**config.mk**
```make
export PLATFORM = sky130hd
export DESIGN_NAME = id_ex_pipe_reg
export DESIGN_NICKNAME = d
export VERILOG_FILES = /design/src/rtl/id_ex_pipe_reg_pkg.sv /design/src/rtl/id_ex_pipe_reg_sat_counter.sv /design/src/rtl/id_ex_pipe_reg.sv
export SDC_FILE = /design/constraint.sdc
export NUM_CORES = 1
export LEC_CHECK = 0
export CAP_MARGIN = 10
export CORE_ASPECT_RATIO = 2
export CORE_MARGIN = 4
export CORE_UTILIZATION = 44
export CTS_CLUSTER_DIAMETER = 100
export CTS_CLUSTER_SIZE = 25
export DETAILED_ROUTE_END_ITERATION = 8
export PLACE_DENSITY = 0.84
export RECOVER_POWER = 25
export SLEW_MARGIN = 20
export SYNTH_ARGS = -nofsm -noshare
export SYNTH_HDL_FRONTEND = slang
export SYNTH_SLANG_ARGS = --single-unit
```
**constraint.sdc**
```tcl
create_clock -name clk_i -period 8.1 [get_ports clk_i]
set_input_delay 1.62 -clock clk_i [delete_from_list [all_inputs] [get_ports clk_i]]
set_output_delay 1.62 -clock clk_i [all_outputs]
set_load 0.02 [all_outputs]
```
**src/rtl/id_ex_pipe_reg_pkg.sv**
```systemverilog
// Shared definitions for the ID/EX pipeline register.
// Covers control-word field widths, NOP encodings and the per-edge action decode.
package id_ex_pipe_reg_pkg;

  localparam int ALU_OP_W     = 3;
  localparam int MEM_TO_REG_W = 2;
  localparam int REG_IDX_W    = 5;
  localparam int FUNCT_W      = 4;

  localparam logic [ALU_OP_W-1:0]     ALU_OP_NOP     = 3'b000;
  localparam logic [MEM_TO_REG_W-1:0] MEM_TO_REG_ALU = 2'b00;

  typedef struct packed {
    logic                    reg_write;
    logic                    mem_read;
    logic                    mem_write;
    logic                    alu_src;
    logic [MEM_TO_REG_W-1:0] mem_to_reg;
    logic [ALU_OP_W-1:0]     alu_op;
  } ctrl_t;

  localparam ctrl_t CTRL_NOP = '{
    reg_write:  1'b0,
    mem_read:   1'b0,
    mem_write:  1'b0,
    alu_src:    1'b0,
    mem_to_reg: MEM_TO_REG_ALU,
    alu_op:     ALU_OP_NOP
  };

  typedef enum logic [1:0] {
    ACT_RESET,
    ACT_FLUSH,
    ACT_STALL,
    ACT_LOAD
  } action_e;

  // Exactly one action per edge; reset beats flush beats stall.
  function automatic action_e decode_action(input logic rst, input logic flush,
                                            input logic stall);
    action_e act;
    if (rst)        act = ACT_RESET;
    else if (flush) act = ACT_FLUSH;
    else if (stall) act = ACT_STALL;
    else            act = ACT_LOAD;
    return act;
  endfunction

endpackage

```
**src/rtl/id_ex_pipe_reg_sat_counter.sv**
```systemverilog
// Saturating up-counter used for the bubble and flush performance counts.
// Sticks at all-ones instead of wrapping.
module sat_counter #(
  parameter int CNT_W = 16
) (
  input  logic             clk_i,
  input  logic             rst_i,
  input  logic             inc_i,
  output logic [CNT_W-1:0] cnt_o
);

  logic [CNT_W-1:0] cnt_q;

  always_ff @(posedge clk_i) begin
    if (rst_i) begin
      cnt_q <= '0;
    end else if (inc_i && (cnt_q != {CNT_W{1'b1}})) begin
      cnt_q <= cnt_q + CNT_W'(1);
    end
  end

  assign cnt_o = cnt_q;

endmodule

```
**src/rtl/id_ex_pipe_reg.sv**
```systemverilog
// ID/EX pipeline register with hold, flush-to-NOP and bubble tagging.
// Also counts captured bubbles and applied flushes with saturating counters.
module id_ex_pipe_reg
  import id_ex_pipe_reg_pkg::*;
#(
  parameter int DATA_W = 32,
  parameter int CNT_W  = 16
) (
  input  logic                    clk_i,
  input  logic                    rst_i,
  input  logic                    stall_i,
  input  logic                    flush_i,
  input  logic                    bubble_i,
  input  logic                    regWrite_i,
  input  logic                    memRead_i,
  input  logic                    memWrite_i,
  input  logic                    ALUSrc_i,
  input  logic [MEM_TO_REG_W-1:0] memtoReg_i,
  input  logic [ALU_OP_W-1:0]     ALUOp_i,
  input  logic [DATA_W-1:0]       pc_i,
  input  logic [DATA_W-1:0]       rs1_data_i,
  input  logic [DATA_W-1:0]       rs2_data_i,
  input  logic [DATA_W-1:0]       imm_i,
  input  logic [REG_IDX_W-1:0]    rs1_i,
  input  logic [REG_IDX_W-1:0]    rs2_i,
  input  logic [REG_IDX_W-1:0]    rd_i,
  input  logic [FUNCT_W-1:0]      funct_i,
  output logic                    regWrite_o,
  output logic                    memRead_o,
  output logic                    memWrite_o,
  output logic                    ALUSrc_o,
  output logic [MEM_TO_REG_W-1:0] memtoReg_o,
  output logic [ALU_OP_W-1:0]     ALUOp_o,
  output logic [DATA_W-1:0]       pc_o,
  output logic [DATA_W-1:0]       rs1_data_o,
  output logic [DATA_W-1:0]       rs2_data_o,
  output logic [DATA_W-1:0]       imm_o,
  output logic [REG_IDX_W-1:0]    rs1_o,
  output logic [REG_IDX_W-1:0]    rs2_o,
  output logic [REG_IDX_W-1:0]    rd_o,
  output logic [FUNCT_W-1:0]      funct_o,
  output logic                    valid_o,
  output logic [CNT_W-1:0]        bubble_cnt_o,
  output logic [CNT_W-1:0]        flush_cnt_o
);

  action_e action;
  ctrl_t   ctrl_in;
  ctrl_t   ctrl_q;

  logic [DATA_W-1:0]    pc_q;
  logic [DATA_W-1:0]    rs1_data_q;
  logic [DATA_W-1:0]    rs2_data_q;
  logic [DATA_W-1:0]    imm_q;
  logic [REG_IDX_W-1:0] rs1_q;
  logic [REG_IDX_W-1:0] rs2_q;
  logic [REG_IDX_W-1:0] rd_q;
  logic [FUNCT_W-1:0]   funct_q;
  logic                 valid_q;

  assign action = decode_action(rst_i, flush_i, stall_i);

  assign ctrl_in = '{
    reg_write:  regWrite_i,
    mem_read:   memRead_i,
    mem_write:  memWrite_i,
    alu_src:    ALUSrc_i,
    mem_to_reg: memtoReg_i,
    alu_op:     ALUOp_i
  };

  always_ff @(posedge clk_i) begin
    case (action)
      ACT_RESET, ACT_FLUSH: begin
        ctrl_q     <= CTRL_NOP;
        pc_q       <= '0;
        rs1_data_q <= '0;
        rs2_data_q <= '0;
        imm_q      <= '0;
        rs1_q      <= '0;
        rs2_q      <= '0;
        rd_q       <= '0;
        funct_q    <= '0;
        valid_q    <= 1'b0;
      end
      ACT_LOAD: begin
        // Bubble control bits arrive already zeroed; only rd needs clearing
        // so forwarding can never match a bubble.
        ctrl_q     <= ctrl_in;
        pc_q       <= pc_i;
        rs1_data_q <= rs1_data_i;
        rs2_data_q <= rs2_data_i;
        imm_q      <= imm_i;
        rs1_q      <= rs1_i;
        rs2_q      <= rs2_i;
        rd_q       <= bubble_i ? '0 : rd_i;
        funct_q    <= funct_i;
        valid_q    <= ~bubble_i;
      end
      default: ;
    endcase
  end

  sat_counter #(.CNT_W(CNT_W)) u_bubble_cnt (
    .clk_i (clk_i),
    .rst_i (rst_i),
    .inc_i ((action == ACT_LOAD) && bubble_i),
    .cnt_o (bubble_cnt_o)
  );

  sat_counter #(.CNT_W(CNT_W)) u_flush_cnt (
    .clk_i (clk_i),
    .rst_i (rst_i),
    .inc_i (action == ACT_FLUSH),
    .cnt_o (flush_cnt_o)
  );

  assign regWrite_o = ctrl_q.reg_write;
  assign memRead_o  = ctrl_q.mem_read;
  assign memWrite_o = ctrl_q.mem_write;
  assign ALUSrc_o   = ctrl_q.alu_src;
  assign memtoReg_o = ctrl_q.mem_to_reg;
  assign ALUOp_o    = ctrl_q.alu_op;
  assign pc_o       = pc_q;
  assign rs1_data_o = rs1_data_q;
  assign rs2_data_o = rs2_data_q;
  assign imm_o      = imm_q;
  assign rs1_o      = rs1_q;
  assign rs2_o      = rs2_q;
  assign rd_o       = rd_q;
  assign funct_o    = funct_q;
  assign valid_o    = valid_q;

endmodule

```
Word-level counts from Yosys, hierarchy flattened. Cells that the tools add are included.

Bits in registers: 189. Bits of input ports: 161. Output and inout port bits: 189. Logic and storage cells: 44.

Add/subtract/negate cells: 2. Equal/unequal tests: 4. Multiplexer cells: 14. Bitwise logic cells: 1. Reduce and logical (&&, ||, !) cells: 6.

Operators with widths (count): $pmux W32 S2 (4); $add A16 B1 Y16 const B (2); $ne A16 B16 Y1 const B (2); $pmux W5 S2 (3); $pmux W9 S2 (1); $pmux W4 S2 (1); $mux W5 (1); $mux W2 (2); $logic_and A1 B1 Y1 (3); $eq A2 B1 Y1 const B (1); $eq A2 B2 Y1 const B (1); $logic_not A2 Y1 (1); $pmux W1 S2 (1); $reduce_bool A2 Y1 (1); $reduce_or A2 Y1 (1); $mux W1 (1); $not A1 Y1 (1).

Depth between registers and ports, before layout. Gate-level depths: netlist of the first run.

Depth in word-level cells: 6. Depth in mapped cells: 7. Depth with buffers taken out: 5.

Modules after synthesis. Synthesis of the first run repeated with hierarchy kept, for this count alone.

Cells, all modules: 533. Area, all modules: 7513.5 sq um.

Modules (own cells, without submodules): id_ex_pipe_reg (instances 1, cells each 335, area an instance 5816.8 sq um, seq. area each 4714.5 sq um); sat_counter (instances 2, cells each 99, area an instance 848.3 sq um, seq. area each 320.3 sq um).

Worst setup path before layout of the first run. Ideal clock, no wire load.

Kind: input port to flip-flop. From: input rst_i. To: register ctrl_q, in the netlist ALUOp_o[0], enable pin. Setup time: 1.310 ns. Arrival time: 4.390 ns. Required time: 6.790 ns. Slack: 2.400 ns. Stages on the path: 3. Path through: buf_4 > nor2_1 > nand2_1.

Cells in the longest elaborated chain, start to end: 4. Elaborated cells on any way between the ends: 6. Those cells by class: eq/ne: 2; mux: 1; reduce/logical: 3.

RTL lines: from (decl) (RTL line id_ex_pipe_reg.sv:10) `input logic rst_i,`; $mux W2 (*) (RTL line id_ex_pipe_reg_pkg.sv:42) `if (rst) act = ACT_RESET;`; $eq A2 B1 Y1 / $logic_not A2 Y1 (equally long branches) (RTL line id_ex_pipe_reg.sv:73) `case (action)`; $reduce_or A2 Y1 (RTL line id_ex_pipe_reg.sv:73); $reduce_bool A2 Y1 (no source line) (*); to (signal assigned) (RTL line id_ex_pipe_reg.sv:89) `ctrl_q <= ctrl_in;`; to (decl) (RTL line id_ex_pipe_reg.sv:49) `ctrl_t ctrl_q;`.

Mark *: on every way between the ends. The rest lies on a longest branch, timed or not. A chain may end at the register's enable or synchronous reset.

Worst setup path in the final report of the first run.
From: input rst_i. To: register rs2_data_q[10] (netlist: rs2_data_o[10]), enable pin.

Cells in the longest elaborated chain, start to end: 4. Elaborated cells on any way between the ends: 6. Those cells by class: eq/ne: 2; mux: 1; reduce/logical: 3.

RTL lines: $mux W2 (*) (RTL line id_ex_pipe_reg_pkg.sv:42); $eq A2 B1 Y1 / $logic_not A2 Y1 (equally long branches) (RTL line id_ex_pipe_reg.sv:73); $reduce_or A2 Y1 (RTL line id_ex_pipe_reg.sv:73); $reduce_bool A2 Y1 (no source line) (*); to (signal assigned) (RTL line id_ex_pipe_reg.sv:92) `rs2_data_q <= rs2_data_i;`; to (decl) (RTL line id_ex_pipe_reg.sv:53) `logic [DATA_W-1:0] rs2_data_q;`.

Marks and branches as above.

==> flow_summary_export.csv, run 1 <==
group,metric,value,unit
timing,finClkSkew,0.00631,ns
power,power_density,187,mW/mm2
clock_network,clkLatencyLatePin,0.42,ns
placed_design,place_area,0.0111,mm2
cells_and_area,n_fill_cell,1080,
grt,grt_max_degree,101,
grt,grt_first_pass_wirelength,31500,um
timing,tns,0,ns
clock_network,cts_tree,"yes",
timing,min_period,4.16,ns
grt,grt.total_usage,0.219,
power,ir_worst_vdd,0.148,mV
setup_path,worstSetupPathType,"input port to flip-flop",
power,p_int,1.70,mW
power,p_sw,490,uW
synthesis,synth_top_cell_by_area,"edfxtp_1",
cells_and_area,syn2layout_area_growth,57.6,%
cells_and_area,multi_input_area,0.00196,mm2
cells_and_area,regArea,0.00536,mm2
cells_and_area,final_nets,1029,
synthesis,muxShareOfSynthArea,0.00422,
clock_network,path_clk_slew,0.07,ns
setup_path,path_delay_family,"buffers and inverters",
synthesis,synth_xor_area_frac,0,
synthesis,synth_ff_type,"edfxtp_1",
placed_design,io_buffers,349,
timing,setup_viol,0,
synthesis,synth_edf_count,157,
timing,tightestPinTransition,1.02,ns
power,p_comb_frac,0.125,
clock_network,cts_root_buffer,"clkbuf_16",
synthesis,synth-simple-area-share,0.202,
clock_network,post_cts_buffers,0,
floorplanning,die_h,192,um
routing,drtIter0Drc,219,
floorplanning,core,0.0164,mm2
routing,wire_per_inst,19.8,um
synthesis,synth_top_family_by_area,"simple AND/OR/NAND/NOR gates",
synthesis,yosysTopAreaCellShare,0.635,
setup_path,slowest_stage,"dlygate4sd3_1",
grt,antenna_found_initial,3,
synthesis,syn_nets,678,
timing,slew_viol_final,0,
routing,ant_nets,0,
clock_network,h-tree-depth,4,
synthesis,synthDistinctLibCells,45,
run,max_cap_viol_count,0,
placed_design,post-place-cells,1051,
timing,hold_viol_final,0,
cells_and_area,final_area,0.0117,mm2
clock_network,cts_hold_buf,0,
synthesis,synth-seq-area-share,0.722,
cells_and_area,finalNonFillerCells,1085,
floorplanning,io_pins,350,
floorplanning,die-area,0.0191,mm2
synthesis,syn_inst,515,
power,p_clk_frac,0.366,
synthesis,synth_compound_gate_area_share,0.0524,
routing,drtPass1Iterations,4,
timing,fmax,240,MHz
routing,route.detailed.drc,0,
power,cellLeakagePower,4.69,nW
synthesis,synth_fa_ha_area_frac,0.00337,
synthesis,yosys_warnings,0,
routing,vias,5538,
setup_path,startpoint_type,"input port",
synthesis,async_flop_share,0,
setup_path,critical_path_peak_fanout,54,
synthesis,synth_area_per_cell,14.4,um2
setup_path,arrival,4.21,ns
power,p_sw_frac,0.224,
clock_network,cts_made_buffers,17,
grt,grt_pass1_vias,5651,
floorplanning,die_w,99.8,um
routing,post_drt_via_cell_ratio,5.10,
setup_path,timing.critical_path.buf_inv,2,
min_path,hp-class,"flip-flop to flip-flop",
grt,grt-ovfl-total,0,
clock_network,cts_buffer_depth,2,
timing,relSlewSlack,0.312,
synthesis,ys_seq_elements,189,
floorplanning,start_util,0.451,
placed_design,dpl.hpwl,16100,um
setup_path,cp-end-kind,"flip-flop",
power,p_seq_frac,0.509,
timing,rsz0062_at_grt,"no",
timing,fin_crit_sh,0.514,
routing,drt_wl_total,21400,um
synthesis,ys_top_cells_by_area,"edfxtp_1, and2_1, dfxtp_1",
clock_network,clock-sinks,189,
placed_design,gp_congestion,0.900,
outcome,status,"complete, no violations",
setup_path,worstPathRequired,8.15,ns
timing,whs,0.514,ns
synthesis,synth_area,0.00742,mm2
cells_and_area,drive_gt1_frac,0.0513,
floorplanning,rows,66,
setup_path,path_cells,"dlygate4sd3_1 > nor2_1 > nand2_4 > buf_4",
setup_path,cp_slowest_stage_delay,1.15,ns
clock_network,ctsResizeCount,0,
==> through the flow <==
step | total power [mW] | setup WS (ns) | util
floorplan | 1.24 | 2.40 | -
global placement | 1.42 | 3.60 | 0.677
detailed placement | 1.43 | 3.52 | 0.677
CTS | 2.22 | 3.98 | 0.711
global route | 2.26 | 3.81 | 0.712
finish | 2.19 | 3.94 | 0.712
==> worst register-to-register path: cells and delay by family (launching register included) <==
kind            cells  cell delay, ns
flops               1            0.45
compound gates      2            0.26
buf+inv             1            0.30
simple gates        2            1.03
==> power groups by stage <==
stage / registers (mW) / clock network, mW / logic [mW]
after floorplan: 1.21 / 0 / 0.0326
after global placement: 1.14 / 0 / 0.286
after detailed placement: 1.14 / 0 / 0.290
after CTS: 1.12 / 0.815 / 0.291
after global routing: 1.12 / 0.854 / 0.287
final: 1.12 / 0.802 / 0.273
==> state kept, by name, indices dropped and copies added (netlist names) <==
register,flops
valid_o,1
rd_o,5
rs2_data_o,32
rs1_data_o,32
u_bubble_cnt.cnt_o,16
memRead_o,1
u_flush_cnt.cnt_o,16
funct_o,4
rs1_o,5
imm_o,32
rs2_o,5
ALUOp_o,3
pc_o,32
memWrite_o,1
memtoReg_o,2
regWrite_o,1
ALUSrc_o,1
==> cell families after synthesis <==
| kind of cell | after synthesis |
|---|---|
| AND/OR/NAND/NOR | 238 |
| flip-flops | 189 |
| AO/OA/AOI/OAI | 54 |
| buffers and inverters | 29 |
| multiplexers | 3 |
| adder cells (fa/ha/maj) | 2 |
==> synth_stat cells (all sizes together), types with 7 or more instances <==
cell    number
dfxtp       32
o41ai       11
edfxtp     157
a21oi       13
nand2       16
clkbuf      17
o21ai        7
nor2         7
and2       157
inv          7
nand3        9
o311ai      11
nand4       10
==> worst paths after layout <==
path                               start                endpoint  slack, ns  cells after the start
setup / recovery                   rst_i          rs2_data_o[10]       3.94                      4
hold / removal    u_bubble_cnt.cnt_o[15]  u_bubble_cnt.cnt_o[15]       0.51                      1
setup reg to reg   u_bubble_cnt.cnt_o[8]   u_bubble_cnt.cnt_o[5]       5.97                      5
hold reg to reg   u_bubble_cnt.cnt_o[15]  u_bubble_cnt.cnt_o[15]       0.51                      1
==> cells in the final DEF (no fill, tap or decap), types with 2 or more instances in the layout <==
cell type        synthesis  routed
clkdlybuf4s50_1          0     218
edfxtp_1               157     157
and2_1                 157     157
dlygate4sd3_1            0     131
dfxtp_1                 32      32
clkbuf_16                0      17
nand2_1                 16      15
a21oi_1                 13      13
o311ai_0                11      11
o41ai_1                 11      11
nand4_1                  9       9
nand3_1                  9       9
nor2_1                   7       7
inv_1                    7       7
o21ai_0                  7       7
o31ai_1                  6       6
or4_1                    5       5
buf_4                    1       5
and4_1                   4       4
nor3_1                   5       4
or3_1                    4       4
clkbuf_1                17       4
diode_2                  0       3
nor4_1                   4       3
nor2b_1                  3       3
clkinv_4                 0       3
clkinvlp_4               0       3
and3_1                   2       2
nand2b_1                 2       2
mux2i_1                  2       2
ha_1                     2       2
clkinv_2                 0       2
bufinv_16                0       2
==> per-layer routing <==
layer / global-route usage / vias to the layer above / wire length, um
met3: 0.0771 / 43 / 2090
met4: 0.0931 / 2 / 696
met5: 0 / - / 18
met2: 0.401 / 287 / 11400
li1: - / 2604 / -
met1: 0.220 / 2602 / 7210
==> cell type report <==
cell class                      count  share of cell area
Sequential cell                   189               0.458
Tap cell                          204              0.0218
Clock buffer                       21              0.0377
Timing Repair Buffer              354               0.302
Clock inverter                     10              0.0102
Multi-Input combinational cell    297               0.168
Antenna cell                        3            0.000642
Inverter                            7             0.00225
(Power assumes the default switching activity.)
==> run 2: changes to the inputs <==
--- a/config.mk
+++ b/config.mk
@@ -8,11 +8,11 @@
 export CAP_MARGIN = 10
 export CORE_ASPECT_RATIO = 2
 export CORE_MARGIN = 4
-export CORE_UTILIZATION = 44
+export CORE_UTILIZATION = 37
 export CTS_CLUSTER_DIAMETER = 100
 export CTS_CLUSTER_SIZE = 25
 export DETAILED_ROUTE_END_ITERATION = 8
-export PLACE_DENSITY = 0.84
+export PLACE_DENSITY = 0.75
 export RECOVER_POWER = 25
 export SLEW_MARGIN = 20
 export SYNTH_ARGS = -nofsm -noshare
==> constraint.sdc (replaced) <==
create_clock -name clk_i -period 3.8 [get_ports clk_i]
set_input_delay 0.76 -clock clk_i [delete_from_list [all_inputs] [get_ports clk_i]]
set_output_delay 0.76 -clock clk_i [all_outputs]
set_load 0.02 [all_outputs]
==> run 2 against run 1 <==
  * Utilization fell by 12 points
  * Clock skew increased by 0.00093 ns
  * Flip-flop and latch count unchanged
  * Via count is 0.38% higher
  * Sequential power rose by 110%
  * Sequential share of layout area decreased by 0.49 points
  * Highest routed layer is now met4
  * Critical path type unchanged
==> flow_summary_export.csv, run 2 (synthesis results as in run 1) <==
group,metric,value,unit
setup_path,regToRegEndpoint,"u_flush_cnt.cnt_o[0]",
clock_network,cts_made_buffers,17,
clock_network,post_cts_buffers,0,
grt,grt_first_pass_wirelength,33100,um
floorplanning,io_pins,350,
placed_design,dpl_worst_slack,0.851,ns
power,p_clk_frac,0.381,
timing,tns,0,ns
placed_design,gp_congestion,0.843,
routing,routedLengthMet1,7100,um
timing,finClkSkew,0.00723,ns
timing,fmax,360,MHz
power,ir_worst_vdd,0.276,mV
routing,post_drt_via_cell_ratio,4.86,
floorplanning,core,0.0198,mm2
cells_and_area,final_area,0.0118,mm2
min_path,holdPathEnd,"u_flush_cnt.cnt_o[5]",
placed_design,place_area,0.0113,mm2
floorplanning,start_util,0.374,
setup_path,worstPathRequired,4.10,ns
timing,min_period,2.78,ns
timing,tightestPinTransition,1.27,ns
clock_network,clkLatencyLatePin,0.43,ns
timing,setup_viol,0,
setup_path,cp-end-kind,"flip-flop",
clock_network,clock-sinks,189,
routing,route.detailed.drc,0,
setup_path,arrival,3.08,ns
floorplanning,die-area,0.0225,mm2
grt,grt_pass1_vias,5551,
clock_network,ctsResizeCount,0,
min_path,hp-class,"flip-flop to flip-flop",
cells_and_area,final_common_cell,"clkdlybuf4s50_1",
timing,fin_crit_sh,0.731,
cells_and_area,syn2layout_area_growth,59.3,%
cells_and_area,mostFrequentLayoutCells,"clkdlybuf4s50_1, edfxtp_1, and2_1",
routing,wl_met3,2080,um
timing,slew_viol_final,0,
clock_network,cts_tree,"yes",
clock_network,cts_buffer_depth,2,
cells_and_area,drive_gt1_frac,0.0556,
timing,hold_viol_final,0,
min_path,holdPathStages,1,
clock_network,path_clk_slew,0.07,ns
routing,drt_wl_total,22300,um
routing,wire_per_inst,19.5,um
min_path,hold_start,"u_flush_cnt.cnt_o[5]",
power,p_seq_frac,0.493,
cells_and_area,final_nets,1032,
setup_path,worstSetupPathType,"input port to flip-flop",
placed_design,io_buffers,349,
clock_network,cts_root_buffer,"clkbuf_16",
setup_path,ff2ff_path_depth,4,
power,p_comb_frac,0.126,
routing,drtIter0Drc,222,
routing,route.met2.wl,12500,um
grt,antenna_found_initial,1,
routing,vias,5559,
routing,drtPass1Iterations,4,
timing,relSlewSlack,0.143,
outcome,status,"complete, no violations",
placed_design,dpl.hpwl,17100,um
setup_path,startpoint_type,"input port",
setup_path,critical_path_peak_fanout,17,
timing,fin_ws,1.02,ns
grt,grt-ovfl-total,0,
power,p_sw,1.10,mW
power,cellLeakagePower,4.48,nW
floorplanning,die_w,108,um
power,p_int,3.72,mW
power,power_density,408,mW/mm2
grt,grt_max_degree,77,
power,p_sw_frac,0.228,
run,max_cap_viol_count,0,
routing,highest_layer,"met4",
floorplanning,rows,73,
setup_path,rr_startpoint,"u_flush_cnt.cnt_o[2]",
routing,ant_nets,0,
grt,grt.total_usage,0.199,
setup_path,r2r_slack,1.26,ns
timing,rsz0062_at_grt,"no",
floorplanning,die_h,208,um
clock_network,cts_hold_buf,0,
clock_network,h-tree-depth,4,
## run 2: area by class of cell
cell class / instances / area [um2]
well taps: 262 / 328
inverters: 7 / 26.3
multi-input cells: 297 / 1930
repair buffers: 357 / 3570
flip-flops and latches: 189 / 5360
clock buffers: 17 / 425
fillers: 1607 / 8000
clock inverters: 15 / 185
diodes: 1 / 2.50
## run 2: per-layer routing
layer / GRT usage / vias to the layer above
met4: 0.0789 / 0
met1: 0.195 / 2614
met2: 0.371 / 304
met5: 0 / -
li1: - / 2609
met3: 0.0658 / 32
## run 2: metrics by stage
| step | total power [mW] | instances | hold slack, ns | utilization |
|---|---|---|---|---|
| floorplan | 2.64 | 515 | 0.559 | - |
| global placement | 3.04 | 1112 | 0.496 | 0.568 |
| detailed placement | 3.05 | 1112 | 0.497 | 0.568 |
| CTS | 4.90 | 1144 | 0.512 | 0.599 |
| global route | 5.01 | 1145 | 0.532 | 0.596 |
| finish | 4.82 | 1145 | 0.515 | 0.596 |
## run 2: worst max path at each step
stage               slack, ns                      to  cells past startpoint     from
finish                   1.02  u_bubble_cnt.cnt_o[13]                      5    rst_i
global route             0.88    u_flush_cnt.cnt_o[3]                      5    rst_i
CTS                      1.32  u_bubble_cnt.cnt_o[11]                      5  flush_i
detailed placement       0.85  u_bubble_cnt.cnt_o[11]                      5  flush_i
global placement         0.93  u_bubble_cnt.cnt_o[11]                      5  stall_i
floorplan                0.53              ALUOp_o[0]                      3    rst_i
## run 2: critical path, stage by stage
cell and delay, ns:
dlygate4sd3_1 0.72, clkbuf_1 0.64, inv_1 0.54, o311ai_0 0.27
o41ai_1 0.14
## run 2: power by group through the flow
stage / Clock, mW / Combinational [mW] / Sequential (mW)
after global placement: 0 / 0.618 / 2.42
final: 1.84 / 0.607 / 2.38
after global routing: 1.99 / 0.636 / 2.39
after floorplan: 0 / 0.0697 / 2.57
after detailed placement: 0 / 0.625 / 2.43
after CTS: 1.89 / 0.627 / 2.38
==> run 3: changes to the inputs <==
--- a/config.mk
+++ b/config.mk
@@ -8,11 +8,11 @@
 export CAP_MARGIN = 10
 export CORE_ASPECT_RATIO = 2
 export CORE_MARGIN = 4
-export CORE_UTILIZATION = 37
+export CORE_UTILIZATION = 41
 export CTS_CLUSTER_DIAMETER = 100
 export CTS_CLUSTER_SIZE = 25
 export DETAILED_ROUTE_END_ITERATION = 8
-export PLACE_DENSITY = 0.75
+export PLACE_DENSITY = 0.79
 export RECOVER_POWER = 25
 export SLEW_MARGIN = 20
 export SYNTH_ARGS = -nofsm -noshare
==> constraint.sdc (replaced) <==
create_clock -name clk_i -period 2.8 [get_ports clk_i]
set_input_delay 0.56 -clock clk_i [delete_from_list [all_inputs] [get_ports clk_i]]
set_output_delay 0.56 -clock clk_i [all_outputs]
set_load 0.02 [all_outputs]
==> run 3 against run 2 <==
  * Hold slack got worse by 0.0074 ns
  * Final cell count down 3.3%
  * Non-clock buffer count grew 5
  * Sequential share of layout area is 0.17 points higher
==> flow_summary_export.csv, run 3 (synthesis results as in run 1) <==
group,metric,value,unit
outcome,status,"complete, no violations",
setup_path,critical_path_peak_fanout,8,
setup_path,cp-end-kind,"flip-flop",
setup_path,arrival,2.74,ns
grt,antenna_found_initial,7,
placed_design,place_area,0.0113,mm2
cells_and_area,final_nets,1037,
timing,min_period,2.39,ns
clock_network,cts_tree,"yes",
routing,vias,5585,
grt,grt.total_usage,0.219,
setup_path,startpoint_type,"input port",
routing,drtPass1Iterations,4,
floorplanning,die_w,103,um
clock_network,clkLatencyLatePin,0.42,ns
placed_design,gp_congestion,0.876,
run,max_cap_viol_count,0,
placed_design,dpl.hpwl,17700,um
floorplanning,start_util,0.417,
grt,grt-ovfl-total,0,
timing,rsz0062_at_grt,"no",
clock_network,cts_root_buffer,"clkbuf_16",
grt,grt_first_pass_wirelength,33200,um
clock_network,cts_made_buffers,17,
setup_path,worstPathRequired,3.15,ns
cells_and_area,final_area,0.0118,mm2
timing,setup_viol,0,
routing,highest_layer,"met4",
timing,tightestPinTransition,0.630,ns
timing,fin_crit_sh,0.855,
clock_network,ctsResizeCount,0,
clock_network,cts_hold_buf,0,
grt,grt_pass1_vias,5532,
setup_path,slowest_stage,"dlygate4sd3_1",
power,cellLeakagePower,4.38,nW
routing,route.detailed.drc,0,
cells_and_area,final_common_cell,"clkdlybuf4s50_1",
setup_path,cp_slowest_stage_delay,0.64,ns
clock_network,post_cts_buffers,0,
floorplanning,rows,69,
timing,finClkSkew,0.0104,ns
routing,wire_per_inst,20.8,um
power,fin_total_pwr,6.27,mW
timing,relSlewSlack,0.580,
routing,post_drt_via_cell_ratio,5.05,
setup_path,worstSetupPathType,"input port to flip-flop",
min_path,hp-class,"flip-flop to flip-flop",
cells_and_area,mostFrequentLayoutCells,"clkdlybuf4s50_1, edfxtp_1, and2_1",
floorplanning,io_pins,350,
timing,tns,0,ns
power,ir_worst_vdd,0.369,mV
cells_and_area,multi_input_area,0.00195,mm2
cells_and_area,fin_util,0.662,
floorplanning,core,0.0178,mm2
clock_network,path_clk_slew,0.07,ns
cells_and_area,n_fill_cell,1334,
routing,drtIter0Drc,203,
routing,ant_nets,0,
timing,slew_viol_final,0,
placed_design,dpl_worst_slack,0.238,ns
timing,fmax,418,MHz
cells_and_area,drive_gt1_frac,0.0541,
routing,route.met2.wl,12600,um
routing,wl_met3,2090,um
floorplanning,die-area,0.0204,mm2
grt,grt_max_degree,152,
clock_network,cts_buffer_depth,2,
floorplanning,die_h,198,um
routing,routedLengthMet1,7760,um
timing,fin_ws,0.406,ns
power,power_density,532,mW/mm2
placed_design,io_buffers,349,
routing,drt_wl_total,23000,um
clock_network,h-tree-depth,4,
timing,hold_viol_final,0,
setup_path,path_cells,"dlygate4sd3_1 > nor3_1 > clkbuf_1 > nand4_1 > or4_1 > a21oi_1",
cells_and_area,regArea,0.00536,mm2
cells_and_area,syn2layout_area_growth,58.7,%
clock_network,clock-sinks,189,
-- run 3: changes by cell type in the layout (fill, tap and decap cells not counted), sizes merged --
cell           before  now
buf                 7   10
bufinv              3    0
clkbuf             18   26
clkdlybuf4s50     296  347
clkinv              3    1
clkinvlp            4    1
diode               1    7
dlygate4sd3        53    2
inv                12   14
-- run 3: critical path: cells and delay by family --
kind                   cells  cell delay (ns)
and+or+nand+nor            3             1.09
buffers and inverters      2             0.95
AOI/OAI and AO/OA          1             0.15
-- run 3: power by group --
| part | internal (mW) | total, mW | switching, mW |
|---|---|---|---|
| Sequential | 3.18 | 3.23 | 0.0424 |
| Combinational | 0.472 | 0.852 | 0.380 |
| Clock | 1.17 | 2.19 | 1.02 |
| Total | 4.82 | 6.27 | 1.44 |
-- run 3: cell type report --
type                    instances  area share
clock buffers                  23      0.0389
diodes                          7     0.00149
clock inverters                 9     0.00521
inverters                       7     0.00223
well taps                     213      0.0226
flip-flops and latches        189       0.455
multi-input cells             297       0.166
repair buffers                362       0.309
-- run 3: per-layer routing --
metal | GRT usage | vias to the layer above
met4 | 0.106 | 0
met5 | 0 | -
met1 | 0.228 | 2666
met3 | 0.0733 | 38
met2 | 0.386 | 254
li1 | - | 2627
-- run 3: through the flow --
stage               hold slack (ns)  instances
floorplan                     0.559        515
global placement              0.500       1068
detailed placement            0.509       1068
CTS                           0.523       1100
global route                  0.545       1107
finish                        0.508       1107
-- run 3: final timing paths --
path	cells after the start	endpoint	slack, ns	from
max	6	u_bubble_cnt.cnt_o[11]	0.41	flush_i
min	2	u_flush_cnt.cnt_o[1]	0.51	u_flush_cnt.cnt_o[1]
max reg2reg	4	u_flush_cnt.cnt_o[11]	0.87	u_flush_cnt.cnt_o[0]
min reg2reg	2	u_flush_cnt.cnt_o[1]	0.51	u_flush_cnt.cnt_o[1]
